[src/rtl/instr_encoder_pkg.sv]
`default_nettype none
// ============================================================================
// Module      : instr_encoder_pkg
// Description : Shared RV32I encode/decode constants: request opcode enum,
//               major opcodes, funct3/funct7 values and instruction formats.
// Revision    : 1.0 - initial release
// ============================================================================
package instr_encoder_pkg;

  // Request operation codes accepted by the encoder (5-bit request field)
  typedef enum logic [4:0] {
    OP_ADD   = 5'd0,
    OP_SUB   = 5'd1,
    OP_AND   = 5'd2,
    OP_OR    = 5'd3,
    OP_XOR   = 5'd4,
    OP_SLL   = 5'd5,
    OP_SRL   = 5'd6,
    OP_SRA   = 5'd7,
    OP_ADDI  = 5'd8,
    OP_ANDI  = 5'd9,
    OP_ORI   = 5'd10,
    OP_XORI  = 5'd11,
    OP_LW    = 5'd12,
    OP_SW    = 5'd13,
    OP_BEQ   = 5'd14,
    OP_BNE   = 5'd15,
    OP_LUI   = 5'd16,
    OP_AUIPC = 5'd17,
    OP_JAL   = 5'd18,
    OP_JALR  = 5'd19
  } enc_op_e;

  // Instruction formats, selecting immediate placement
  typedef enum logic [2:0] {
    FMT_R = 3'd0,
    FMT_I = 3'd1,
    FMT_S = 3'd2,
    FMT_B = 3'd3,
    FMT_U = 3'd4,
    FMT_J = 3'd5
  } fmt_e;

  // Major opcodes (shared with the core decoder)
  localparam logic [6:0] OPC_OP     = 7'b0110011;
  localparam logic [6:0] OPC_OP_IMM = 7'b0010011;
  localparam logic [6:0] OPC_LOAD   = 7'b0000011;
  localparam logic [6:0] OPC_STORE  = 7'b0100011;
  localparam logic [6:0] OPC_BRANCH = 7'b1100011;
  localparam logic [6:0] OPC_LUI    = 7'b0110111;
  localparam logic [6:0] OPC_AUIPC  = 7'b0010111;
  localparam logic [6:0] OPC_JAL    = 7'b1101111;
  localparam logic [6:0] OPC_JALR   = 7'b1100111;

  // funct3 values
  localparam logic [2:0] F3_ADD_SUB = 3'b000;
  localparam logic [2:0] F3_SLL     = 3'b001;
  localparam logic [2:0] F3_XOR     = 3'b100;
  localparam logic [2:0] F3_SRL_SRA = 3'b101;
  localparam logic [2:0] F3_OR      = 3'b110;
  localparam logic [2:0] F3_AND     = 3'b111;
  localparam logic [2:0] F3_LW      = 3'b010;
  localparam logic [2:0] F3_SW      = 3'b010;
  localparam logic [2:0] F3_BEQ     = 3'b000;
  localparam logic [2:0] F3_BNE     = 3'b001;
  localparam logic [2:0] F3_JALR    = 3'b000;

  // funct7 values (ALT selects SUB / SRA)
  localparam logic [6:0] F7_BASE = 7'b0000000;
  localparam logic [6:0] F7_ALT  = 7'b0100000;

endpackage : instr_encoder_pkg
`default_nettype wire

[src/rtl/sync_fifo.sv]
`default_nettype none
// ============================================================================
// Module      : sync_fifo
// Description : Single-clock FIFO, power-of-two depth, with synchronous
//               clear. Push while full and pop while empty are ignored.
// Revision    : 1.0 - initial release
// ============================================================================
module sync_fifo #(
  parameter int WIDTH = 32,
  parameter int DEPTH = 4
) (
  input  logic                     i_clk,
  input  logic                     i_rst,
  input  logic                     i_clr,
  input  logic                     i_push,
  input  logic [WIDTH-1:0]         i_wdata,
  input  logic                     i_pop,
  output logic [WIDTH-1:0]         o_rdata,
  output logic                     o_full,
  output logic                     o_empty,
  output logic [$clog2(DEPTH):0]   o_count
);

  localparam int PTR_W = $clog2(DEPTH);
  localparam logic [PTR_W:0] FULL_CNT = (PTR_W+1)'(DEPTH);

  logic [WIDTH-1:0] mem_q [DEPTH];
  logic [PTR_W-1:0] wr_ptr_q, wr_ptr_d;
  logic [PTR_W-1:0] rd_ptr_q, rd_ptr_d;
  logic [PTR_W:0]   count_q, count_d;
  logic             do_push, do_pop;

  assign o_full  = (count_q == FULL_CNT);
  assign o_empty = (count_q == '0);
  assign o_count = count_q;
  assign o_rdata = mem_q[rd_ptr_q];

  // Clear dominates; otherwise only legal push/pop take effect
  assign do_push = i_push && !o_full  && !i_clr;
  assign do_pop  = i_pop  && !o_empty && !i_clr;

  // Next-state pointers and occupancy
  always_comb begin
    wr_ptr_d = wr_ptr_q;
    rd_ptr_d = rd_ptr_q;
    count_d  = count_q;
    if (i_clr) begin
      wr_ptr_d = '0;
      rd_ptr_d = '0;
      count_d  = '0;
    end else begin
      if (do_push) wr_ptr_d = wr_ptr_q + 1'b1;
      if (do_pop)  rd_ptr_d = rd_ptr_q + 1'b1;
      case ({do_push, do_pop})
        2'b10:   count_d = count_q + 1'b1;
        2'b01:   count_d = count_q - 1'b1;
        default: count_d = count_q;
      endcase
    end
  end

  // Pointer and occupancy registers
  always_ff @(posedge i_clk) begin
    if (i_rst) begin
      wr_ptr_q <= '0;
      rd_ptr_q <= '0;
      count_q  <= '0;
    end else begin
      wr_ptr_q <= wr_ptr_d;
      rd_ptr_q <= rd_ptr_d;
      count_q  <= count_d;
    end
  end

  // Storage array; contents are don't-care until written
  always_ff @(posedge i_clk) begin
    if (do_push) mem_q[wr_ptr_q] <= i_wdata;
  end

endmodule : sync_fifo
`default_nettype wire

[src/rtl/instr_encoder.sv]
`default_nettype none
// ============================================================================
// Module      : instr_encoder
// Description : Encodes instruction requests into RV32I words, range-checks
//               immediates, buffers legal words and streams them into IMEM
//               at consecutive word addresses.
// Revision    : 1.0 - initial release
// ============================================================================
module instr_encoder
  import instr_encoder_pkg::*;
#(
  parameter int DEPTH  = 4,
  parameter int ADDR_W = 10
) (
  input  logic                    i_clk,
  input  logic                    i_rst,
  input  logic                    i_valid,
  output logic                    o_ready,
  input  logic [4:0]              i_op,
  input  logic [4:0]              i_rd,
  input  logic [4:0]              i_rs1,
  input  logic [4:0]              i_rs2,
  input  logic [31:0]             i_imm,
  input  logic [ADDR_W-1:0]       i_base,
  input  logic                    i_flush,
  output logic                    o_wr_en,
  input  logic                    i_wr_ready,
  output logic [ADDR_W-1:0]       o_wr_addr,
  output logic [31:0]             o_wr_data,
  output logic                    o_err,
  output logic [$clog2(DEPTH):0]  o_count
);

  fmt_e        fmt;
  logic [6:0]  opc;
  logic [2:0]  f3;
  logic [6:0]  f7;
  logic        op_known;
  logic        imm_ok;
  logic        legal;
  logic [31:0] word;

  logic        fit12, fit13, fit21;
  logic        accept, push, pop;
  logic        fifo_full, fifo_empty;
  logic [31:0] fifo_rdata;

  logic [ADDR_W-1:0] base_aligned;
  logic [ADDR_W-1:0] wr_addr_q, wr_addr_d;
  logic              err_q, err_d;

  // Signed-range checks: upper bits must be a pure sign extension
  assign fit12 = (&i_imm[31:11]) | ~(|i_imm[31:11]);
  assign fit13 = (&i_imm[31:12]) | ~(|i_imm[31:12]);
  assign fit21 = (&i_imm[31:20]) | ~(|i_imm[31:20]);

  // Map request op to format, opcode and function fields
  always_comb begin
    fmt      = FMT_R;
    opc      = '0;
    f3       = '0;
    f7       = F7_BASE;
    op_known = 1'b1;
    case (i_op)
      OP_ADD:   begin opc = OPC_OP; f3 = F3_ADD_SUB; end
      OP_SUB:   begin opc = OPC_OP; f3 = F3_ADD_SUB; f7 = F7_ALT; end
      OP_AND:   begin opc = OPC_OP; f3 = F3_AND; end
      OP_OR:    begin opc = OPC_OP; f3 = F3_OR; end
      OP_XOR:   begin opc = OPC_OP; f3 = F3_XOR; end
      OP_SLL:   begin opc = OPC_OP; f3 = F3_SLL; end
      OP_SRL:   begin opc = OPC_OP; f3 = F3_SRL_SRA; end
      OP_SRA:   begin opc = OPC_OP; f3 = F3_SRL_SRA; f7 = F7_ALT; end
      OP_ADDI:  begin fmt = FMT_I; opc = OPC_OP_IMM; f3 = F3_ADD_SUB; end
      OP_ANDI:  begin fmt = FMT_I; opc = OPC_OP_IMM; f3 = F3_AND; end
      OP_ORI:   begin fmt = FMT_I; opc = OPC_OP_IMM; f3 = F3_OR; end
      OP_XORI:  begin fmt = FMT_I; opc = OPC_OP_IMM; f3 = F3_XOR; end
      OP_LW:    begin fmt = FMT_I; opc = OPC_LOAD;   f3 = F3_LW; end
      OP_SW:    begin fmt = FMT_S; opc = OPC_STORE;  f3 = F3_SW; end
      OP_BEQ:   begin fmt = FMT_B; opc = OPC_BRANCH; f3 = F3_BEQ; end
      OP_BNE:   begin fmt = FMT_B; opc = OPC_BRANCH; f3 = F3_BNE; end
      OP_LUI:   begin fmt = FMT_U; opc = OPC_LUI; end
      OP_AUIPC: begin fmt = FMT_U; opc = OPC_AUIPC; end
      OP_JAL:   begin fmt = FMT_J; opc = OPC_JAL; end
      OP_JALR:  begin fmt = FMT_I; opc = OPC_JALR;   f3 = F3_JALR; end
      default:  op_known = 1'b0;
    endcase
  end

  // Assemble the instruction word and validate the immediate per format
  always_comb begin
    word   = '0;
    imm_ok = 1'b1;
    case (fmt)
      FMT_R: word = {f7, i_rs2, i_rs1, f3, i_rd, opc};
      FMT_I: begin
        word   = {i_imm[11:0], i_rs1, f3, i_rd, opc};
        imm_ok = fit12;
      end
      FMT_S: begin
        word   = {i_imm[11:5], i_rs2, i_rs1, f3, i_imm[4:0], opc};
        imm_ok = fit12;
      end
      FMT_B: begin
        word   = {i_imm[12], i_imm[10:5], i_rs2, i_rs1, f3,
                  i_imm[4:1], i_imm[11], opc};
        imm_ok = fit13 && !i_imm[0];
      end
      FMT_U: begin
        word   = {i_imm[31:12], i_rd, opc};
        imm_ok = (i_imm[11:0] == 12'h000);
      end
      FMT_J: begin
        word   = {i_imm[20], i_imm[10:1], i_imm[11], i_imm[19:12], i_rd, opc};
        imm_ok = fit21 && !i_imm[0];
      end
      default: imm_ok = 1'b0;
    endcase
  end

  assign legal  = op_known && imm_ok;
  assign accept = i_valid && o_ready;
  // Flush drops any concurrent request and any concurrent write
  assign push   = accept && legal && !i_flush;
  assign pop    = o_wr_en && i_wr_ready && !i_flush;

  sync_fifo #(
    .WIDTH (32),
    .DEPTH (DEPTH)
  ) u_fifo (
    .i_clk   (i_clk),
    .i_rst   (i_rst),
    .i_clr   (i_flush),
    .i_push  (push),
    .i_wdata (word),
    .i_pop   (pop),
    .o_rdata (fifo_rdata),
    .o_full  (fifo_full),
    .o_empty (fifo_empty),
    .o_count (o_count)
  );

  assign o_ready   = !fifo_full;
  assign o_wr_en   = !fifo_empty;
  // Present zero when nothing is queued so the bus is clean after reset
  assign o_wr_data = o_wr_en ? fifo_rdata : 32'h0;
  assign o_wr_addr = wr_addr_q;
  assign o_err     = err_q;

  // Masking keeps the full base port in use while forcing word alignment
  assign base_aligned = i_base & ~ADDR_W'(3);

  // Next write address and sticky error flag
  always_comb begin
    wr_addr_d = wr_addr_q;
    err_d     = err_q;
    if (i_flush) begin
      wr_addr_d = base_aligned;
      err_d     = 1'b0;
    end else begin
      if (pop)              wr_addr_d = wr_addr_q + ADDR_W'(4);
      if (accept && !legal) err_d     = 1'b1;
    end
  end

  // Address and error registers
  always_ff @(posedge i_clk) begin
    if (i_rst) begin
      wr_addr_q <= '0;
      err_q     <= 1'b0;
    end else begin
      wr_addr_q <= wr_addr_d;
      err_q     <= err_d;
    end
  end

endmodule : instr_encoder
`default_nettype wire

[config.mk]
export PLATFORM = sky130hd
export DESIGN_NAME = instr_encoder
export DESIGN_NICKNAME = d
export VERILOG_FILES = /design/src/rtl/instr_encoder_pkg.sv /design/src/rtl/sync_fifo.sv /design/src/rtl/instr_encoder.sv
export SDC_FILE = /design/constraint.sdc
export NUM_CORES = 1
export LEC_CHECK = 0
export ABC_AREA = 1
export BUFFER_PORTS_ARGS = -buffer_cell sky130_fd_sc_hd__buf_2
export CAP_MARGIN = 20
export CELL_PAD_IN_SITES_DETAIL_PLACEMENT = 1
export CELL_PAD_IN_SITES_GLOBAL_PLACEMENT = 1
export CORE_ASPECT_RATIO = 0.75
export CORE_MARGIN = 3
export CORE_UTILIZATION = 43
export CTS_BUF_LIST = sky130_fd_sc_hd__clkbuf_16
export DETAILED_ROUTE_END_ITERATION = 16
export GPL_ROUTABILITY_DRIVEN = 0
export PLACE_DENSITY = 0.88
export SYNTH_ARGS = -nofsm -noshare
export SYNTH_HDL_FRONTEND = slang
export SYNTH_SLANG_ARGS = --single-unit
[constraint.sdc]
create_clock -name i_clk -period 3.1 [get_ports i_clk]
set_input_delay 0.155 -clock i_clk [delete_from_list [all_inputs] [get_ports i_clk]]
set_output_delay 0.155 -clock i_clk [all_outputs]
set_load 0.005 [all_outputs]
### Word level (Yosys, flattened, before mapping)

Memory sizes are Yosys's and may differ from the RTL's. A register that Yosys moved wholly into a read port is not among the register bits.
Cells that the tools add are included.

| storage, ports and cells | value |
|---|---|
| bits in registers | 18 |
| bits in latches | 0 |
| memory bits (writable) | 128 |
| memory bits (read-only) | 0 |
| input bits | 67 |
| output and inout port bits | 48 |
| logic and storage cells | 105 |
| memories kept | 1 |

Memories:

| name | words | bits a word | read ports | clocked after memory_dff | wr ports | RTL line | text |
|---|---|---|---|---|---|---|---|
| u_fifo.mem_q | 4 | 32 | 1 | 1 | 1 | sync_fifo.sv:27 | `logic [WIDTH-1:0] mem_q [DEPTH];` |

| cells by class | value |
|---|---|
| $add $sub $neg | 5 |
| multiply operators | 0 |
| divide/modulo/power cells | 0 |
| $lt $le $gt $ge | 0 |
| equality and inequality tests | 27 |
| shift-type cells | 0 |
| muxes and demuxes | 15 |
| bitwise operators | 6 |
| reduce and logical (&&, ||, !) cells | 45 |

Operators by type and width:

| operator | number |
|---|---|
| $pmux W32 S6 | 1 |
| $pmux W7 S9 | 1 |
| $eq A5 B4 Y1 const B | 8 |
| $reduce_or A20 Y1 | 2 |
| $mux W32 | 1 |
| $reduce_or A2 Y1 | 11 |
| $reduce_and A21 Y1 | 1 |
| $reduce_or A21 Y1 | 1 |
| $eq A5 B3 Y1 const B | 4 |
| $eq A5 B5 Y1 const B | 4 |
| $mux W10 | 2 |
| $reduce_and A20 Y1 | 1 |
| $pmux W3 S6 | 1 |
| $pmux W3 S5 | 1 |
| $logic_and A1 B1 Y1 | 13 |
| $logic_not A12 Y1 | 1 |
| $reduce_and A12 Y1 | 1 |
| $reduce_or A12 Y1 | 1 |
| $add A10 B3 Y10 const B | 1 |
| $eq A5 B2 Y1 const B | 2 |
| $eq A3 B3 Y1 const B | 3 |
| $reduce_or A8 Y1 | 1 |
| $eq A3 B2 Y1 const B | 2 |
| $logic_not A3 Y1 | 2 |
| other kinds (19) | 32 |

### Longest topological paths before layout

| logic depth | value |
|---|---|
| depth after elaboration | 13 |
| depth in mapped cells | 18 |

### Cells and area by module

From an unflattened synthesis, not the netlist that was laid out.

| unflattened totals | value |
|---|---|
| cells, all modules | 722 |
| area total of the unflattened synthesis | 6981.7 µm² |

By module, submodules not included:

| module | instances | cells each | area each (µm²) | seq. area each (µm²) |
|---|---|---|---|---|
| sync_fifo | 1 | 385 | 5286.3 | 4023.9 |
| instr_encoder | 1 | 337 | 1695.4 | 180.2 |

### Worst setup path after synthesis

OpenSTA, ideal clock, no wires.

| path | value |
|---|---|
| path kind | input -> register |
| from | input port i_op[1] |
| to | memory u_fifo.mem_q[0][10] (enable) |
| arrival | 2.463 ns |
| path slack | 0.218 ns |
| stages on the path | 10 |
| path through | buf_2 -> nor2_1 -> nand3_1 -> nand2_1 -> nor2_1 -> nand2_1 -> nand2_1 -> nand3_2 -> nand3_4 -> nor2_1 |

| between the ends | value |
|---|---|
| longest elaborated chain between the ends | 13 |
| elaborated cells on any way between the ends | 41 |

Ends and longest elaborated chain:

| element | RTL line | text |
|---|---|---|
| from (decl) | instr_encoder.sv:19 | `input logic [4:0] i_op,` |
| $eq A5 B5 Y1 / $eq A5 B4 Y1 (equally long branches) | instr_encoder.sv:64 | `case (i_op)` |
| $reduce_or A6 Y1 (no line) / $reduce_or A2 Y1 (equally long branches) | n/a |  |
| $pmux W3 S5 | instr_encoder.sv:64 |  |
| $eq A3 B2 Y1 / $eq A3 B1 Y1 (equally long branches) | instr_encoder.sv:93 | `case (fmt)` |
| $reduce_or A2 Y1 (no line) | n/a |  |
| $pmux W1 S5 | instr_encoder.sv:93 |  |
| $logic_and A1 B1 Y1 * | instr_encoder.sv:120 | `assign legal = op_known && imm_ok;` |
| $logic_and A1 B1 Y1 * (2 in a row) | instr_encoder.sv:123 | `assign push = accept && legal && !i_flush;` |
| $logic_and A1 B1 Y1 * (2 in a row) | sync_fifo.sv:39 | `assign do_push = i_push && !o_full && !i_clr;` |
| $mux W1 * | sync_fifo.sv:77 | `if (do_push) mem_q[wr_ptr_q] <= i_wdata;` |
| $mux W1 (implied by the code) * | sync_fifo.sv:77 |  |
| to (decl) | sync_fifo.sv:27 |  |

Every way passes the cells marked *; elsewhere a longest branch is shown, timed or not.

### Final worst setup path

| path | value |
|---|---|
| from | register u_fifo.count_q[0], in the netlist u_fifo.o_count[0] |
| to | output port o_wr_data[25] |

| between the ends | value |
|---|---|
| longest elaborated chain between the ends | 2 |

Ends and longest elaborated chain:

| element | RTL line | text |
|---|---|---|
| from (decl) | sync_fifo.sv:30 | `logic [PTR_W:0] count_q, count_d;` |
| from (signal assigned) | sync_fifo.sv:71 | `count_q <= count_d;` |
| $logic_not A3 Y1 | sync_fifo.sv:34 | `assign o_empty = (count_q == '0);` |
| $mux W32 | instr_encoder.sv:145 | `assign o_wr_data = o_wr_en ? fifo_rdata : 32'h0;` |
| to (decl) | instr_encoder.sv:29 | `output logic [31:0] o_wr_data,` |

No other way between the ends.

==> results.yml <==
yosys:
  syn_area_per_cell_um2: 9.59
  yosys_warnings: 0
  synth_top_area_share_pct: 56.4
  netlist_top_cells_count: "166 x nor2_1, 124 x edfxtp_1, 94 x nand2_1"
  synth_edf_count: 124
  yosysSeqAreaShare_pct: 61.8
  synthFlopType: "edfxtp_1"
  synth-seq-cells: 142
  synth.most_common_cell: "nor2_1"
  async_flop_share_pct: 0
  syn_inst: 689
  syn-cell-area_um2: 6610
  netlist_top_cells_area: "edfxtp_1 56%, nor2_1 9.4%, o21ai_0 5.7%"
  yosysTopAreaCell: "edfxtp_1"
  synth_cell_types: 41
floorplan:
  coreArea_um2: 14700
  fp.dieArea_um2: 16900
  rows: 38
  initial_utilization_pct: 44.8
  io_pins: 115
  dieHeight_um: 113
  die_w_um: 149
clock_network:
  cts_setup_buffers: 0
  cts_max_level: 4
  numCtsBuffers: 17
  cts_resized: 0
  clock-sinks: 142
  clockBufferDepth: 2
  insertion_delay_ns: 0.43
  cts_root_buffer: "clkbuf_16"
  cts_tree: "done"
  cts_hold_buffers: 0
  path_clk_slew_ns: 0.06
job:
  cap_violations: 0
run_status:
  status: "finished, final reports clean"
routing:
  vias: 5613
  firstDrtPassIters: 5
  drcViolationCount: 0
  wl_um: 20800
  wire_per_inst_um: 20.4
  vias_per_cell: 5.51
  drt_iter0_markers: 419
  ant_nets: 0
setup_path:
  worstPathRequired_ns: 2.94
  crit_top_cell: "inv_1"
  path_max_fanout: 16
  cp_top_family: "buffers and inverters"
  path_buf_inv: 4
  slowest_stage: "inv_1"
  crit_path_cell_trace: "inv_1 > nand3_1 > inv_1 > buf_4 > a21oi_1 > buf_2"
  crit_path_max_incr_delay_ns: 0.59
  cp.arrival_ns: 2.29
  worst_setup_path_end_kind: "primary output"
  start_kind: "flip-flop"
  critPathKind: "reg2out"
placed_design:
  port_buffers: 110
  dpl.hpwl_um: 13800
  pre_cts_slack_ns: 0.405
global_route:
  grt_overflow: 0
  grt_max_degree: 63
  grt_pass1_vias: 6054
  grt_use_total_pct: 25.0
  grt_first_pass_wirelength_um: 32300
  antenna_found_initial: 3
timing:
  rsz0062_at_grt: "false"
  setup_violations: 0
  hold_violations: 0
  fmax_ghz: 0.409
  finalClockSkew_ns: 0.00970
  finalWorstSetupSlack_ns: 0.658
  tightestPinTransition_ns: 0.721
  min_period_over_period_pct: 78.8
  maxSlewHeadroom_pct: 51.9
  finalSetupTns_ns: 0
  report.final.slew_viol_count: 0
  fin_crit_ns: 2.44
pwr:
  power_uw: 4440
  p_leak_uw: 0.00323
  peakVddDrop_mv: 0.506
  p_per_area_nw_per_um2: 556
cells_and_area:
  drive_gt1_share_pct: 21.1
  synthToLayoutAreaGrowth_pct: 20.9
  nets: 878
min_path:
  hold_class: "in2reg"
==> tightest hold or removal path, stage by stage <==
cell and delay [ns]:
buf_2 0.09, nand2_1 0.05, a31oi_1 0.07
==> area by class of cell <==
class / count / area [um2]
Multi-Input combinational cell: 459 / 2190
Clock inverter: 15 / 139
Clock buffer: 17 / 425
Timing Repair Buffer: 125 / 676
Fill cell: 1726 / 6750
Antenna cell: 1 / 2.50
Inverter: 59 / 221
Tap cell: 200 / 250
Sequential cell: 142 / 4090
==> cells in the final DEF (no fill, tap or decap), types with 3 or more instances in the layout <==
cell type | Yosys | final
a21oi_1 | 37 | 37
a31oi_1 | 5 | 5
buf_2 | 2 | 110
buf_4 | 3 | 14
clkbuf_16 | 0 | 17
clkinv_4 | 0 | 3
dfxtp_1 | 18 | 17
edfxtp_1 | 124 | 124
ha_1 | 6 | 6
inv_1 | 58 | 58
inv_6 | 0 | 6
inv_8 | 0 | 5
nand2_1 | 94 | 94
nand3_1 | 19 | 19
nand4_1 | 13 | 13
nor2_1 | 166 | 162
nor2_2 | 1 | 5
nor2_4 | 3 | 3
nor3_1 | 4 | 4
o211ai_1 | 6 | 6
o21ai_0 | 75 | 75
o22ai_1 | 3 | 3
xor2_1 | 3 | 3
==> report_power, final <==
part,internal [uW],total (uW),switching (uW)
clock network,1070,1970,906
registers,2120,2140,15.0
logic,105,331,225
==> flip-flops by register name (all words and copies together) (netlist names), named ones only <==
register         count
u_fifo.wr_ptr_q      2
u_fifo.rd_ptr_q      2
o_err                1
u_fifo.mem_q       124
u_fifo.o_count       3
o_wr_addr            8
==> final timing paths <==
path | start | to | slack, ns | cells after the start
max | u_fifo.o_count[0]$_SDFFE_PP0P_ | o_wr_data[25] | 0.66 | 6
max reg2reg | u_fifo.o_count[1]$_SDFFE_PP0P_ | u_fifo.mem_q[1][6]$_DFFE_PP_ | 0.82 | 7
min | i_base[2] | o_wr_addr[2]$_SDFFE_PP0P_ | 0.008 | 3
min reg2reg | u_fifo.rd_ptr_q[1]$_SDFFE_PP0P_ | flip-flop | 0.50 | 1
==> kinds of logic (layout without fill, tap and decap cells) <==
| family | count (synthesis) | after routing | synth area share, % |
|---|---|---|---|
| adders and majority gates | 7 | 7 | 1.44 |
| other | 1 | 3 | 0.0568 |
| xor gates and xnor gates | 4 | 4 | 0.531 |
| AOI/OAI and AO/OA | 141 | 141 | 11.8 |
| buffers and inverters | 89 | 216 | 5.27 |
| and+or+nand+nor | 305 | 305 | 19.1 |
| DFF | 142 | 142 | 61.8 |
==> layer usage <==
| layer | GRT usage (%) | up-vias | part of all wire (%) |
|---|---|---|---|
| met1 | 29.9 | 2768 | 39 |
| met4 | 9.33 | 4 | 2.9 |
| met2 | 44.5 | 211 | 51 |
| li1 | - | 2579 | - |
| met5 | 0 | - | 0.086 |
| met3 | 5.44 | 51 | 6.3 |
==> metrics by stage <==
step	util (%)	cells	hold WS (ns)	cell area [um2]
finish	54.2	1018	0.00772	7990
global route	54.2	1018	0.0000871	7990
CTS	54.2	1017	0.00431	7980
detailed placement	50.3	985	0.443	7420
global placement	50.3	985	0.427	7420
floorplan	-	690	0.314	6610
No activity file was read; power rests on OpenSTA's default activity.
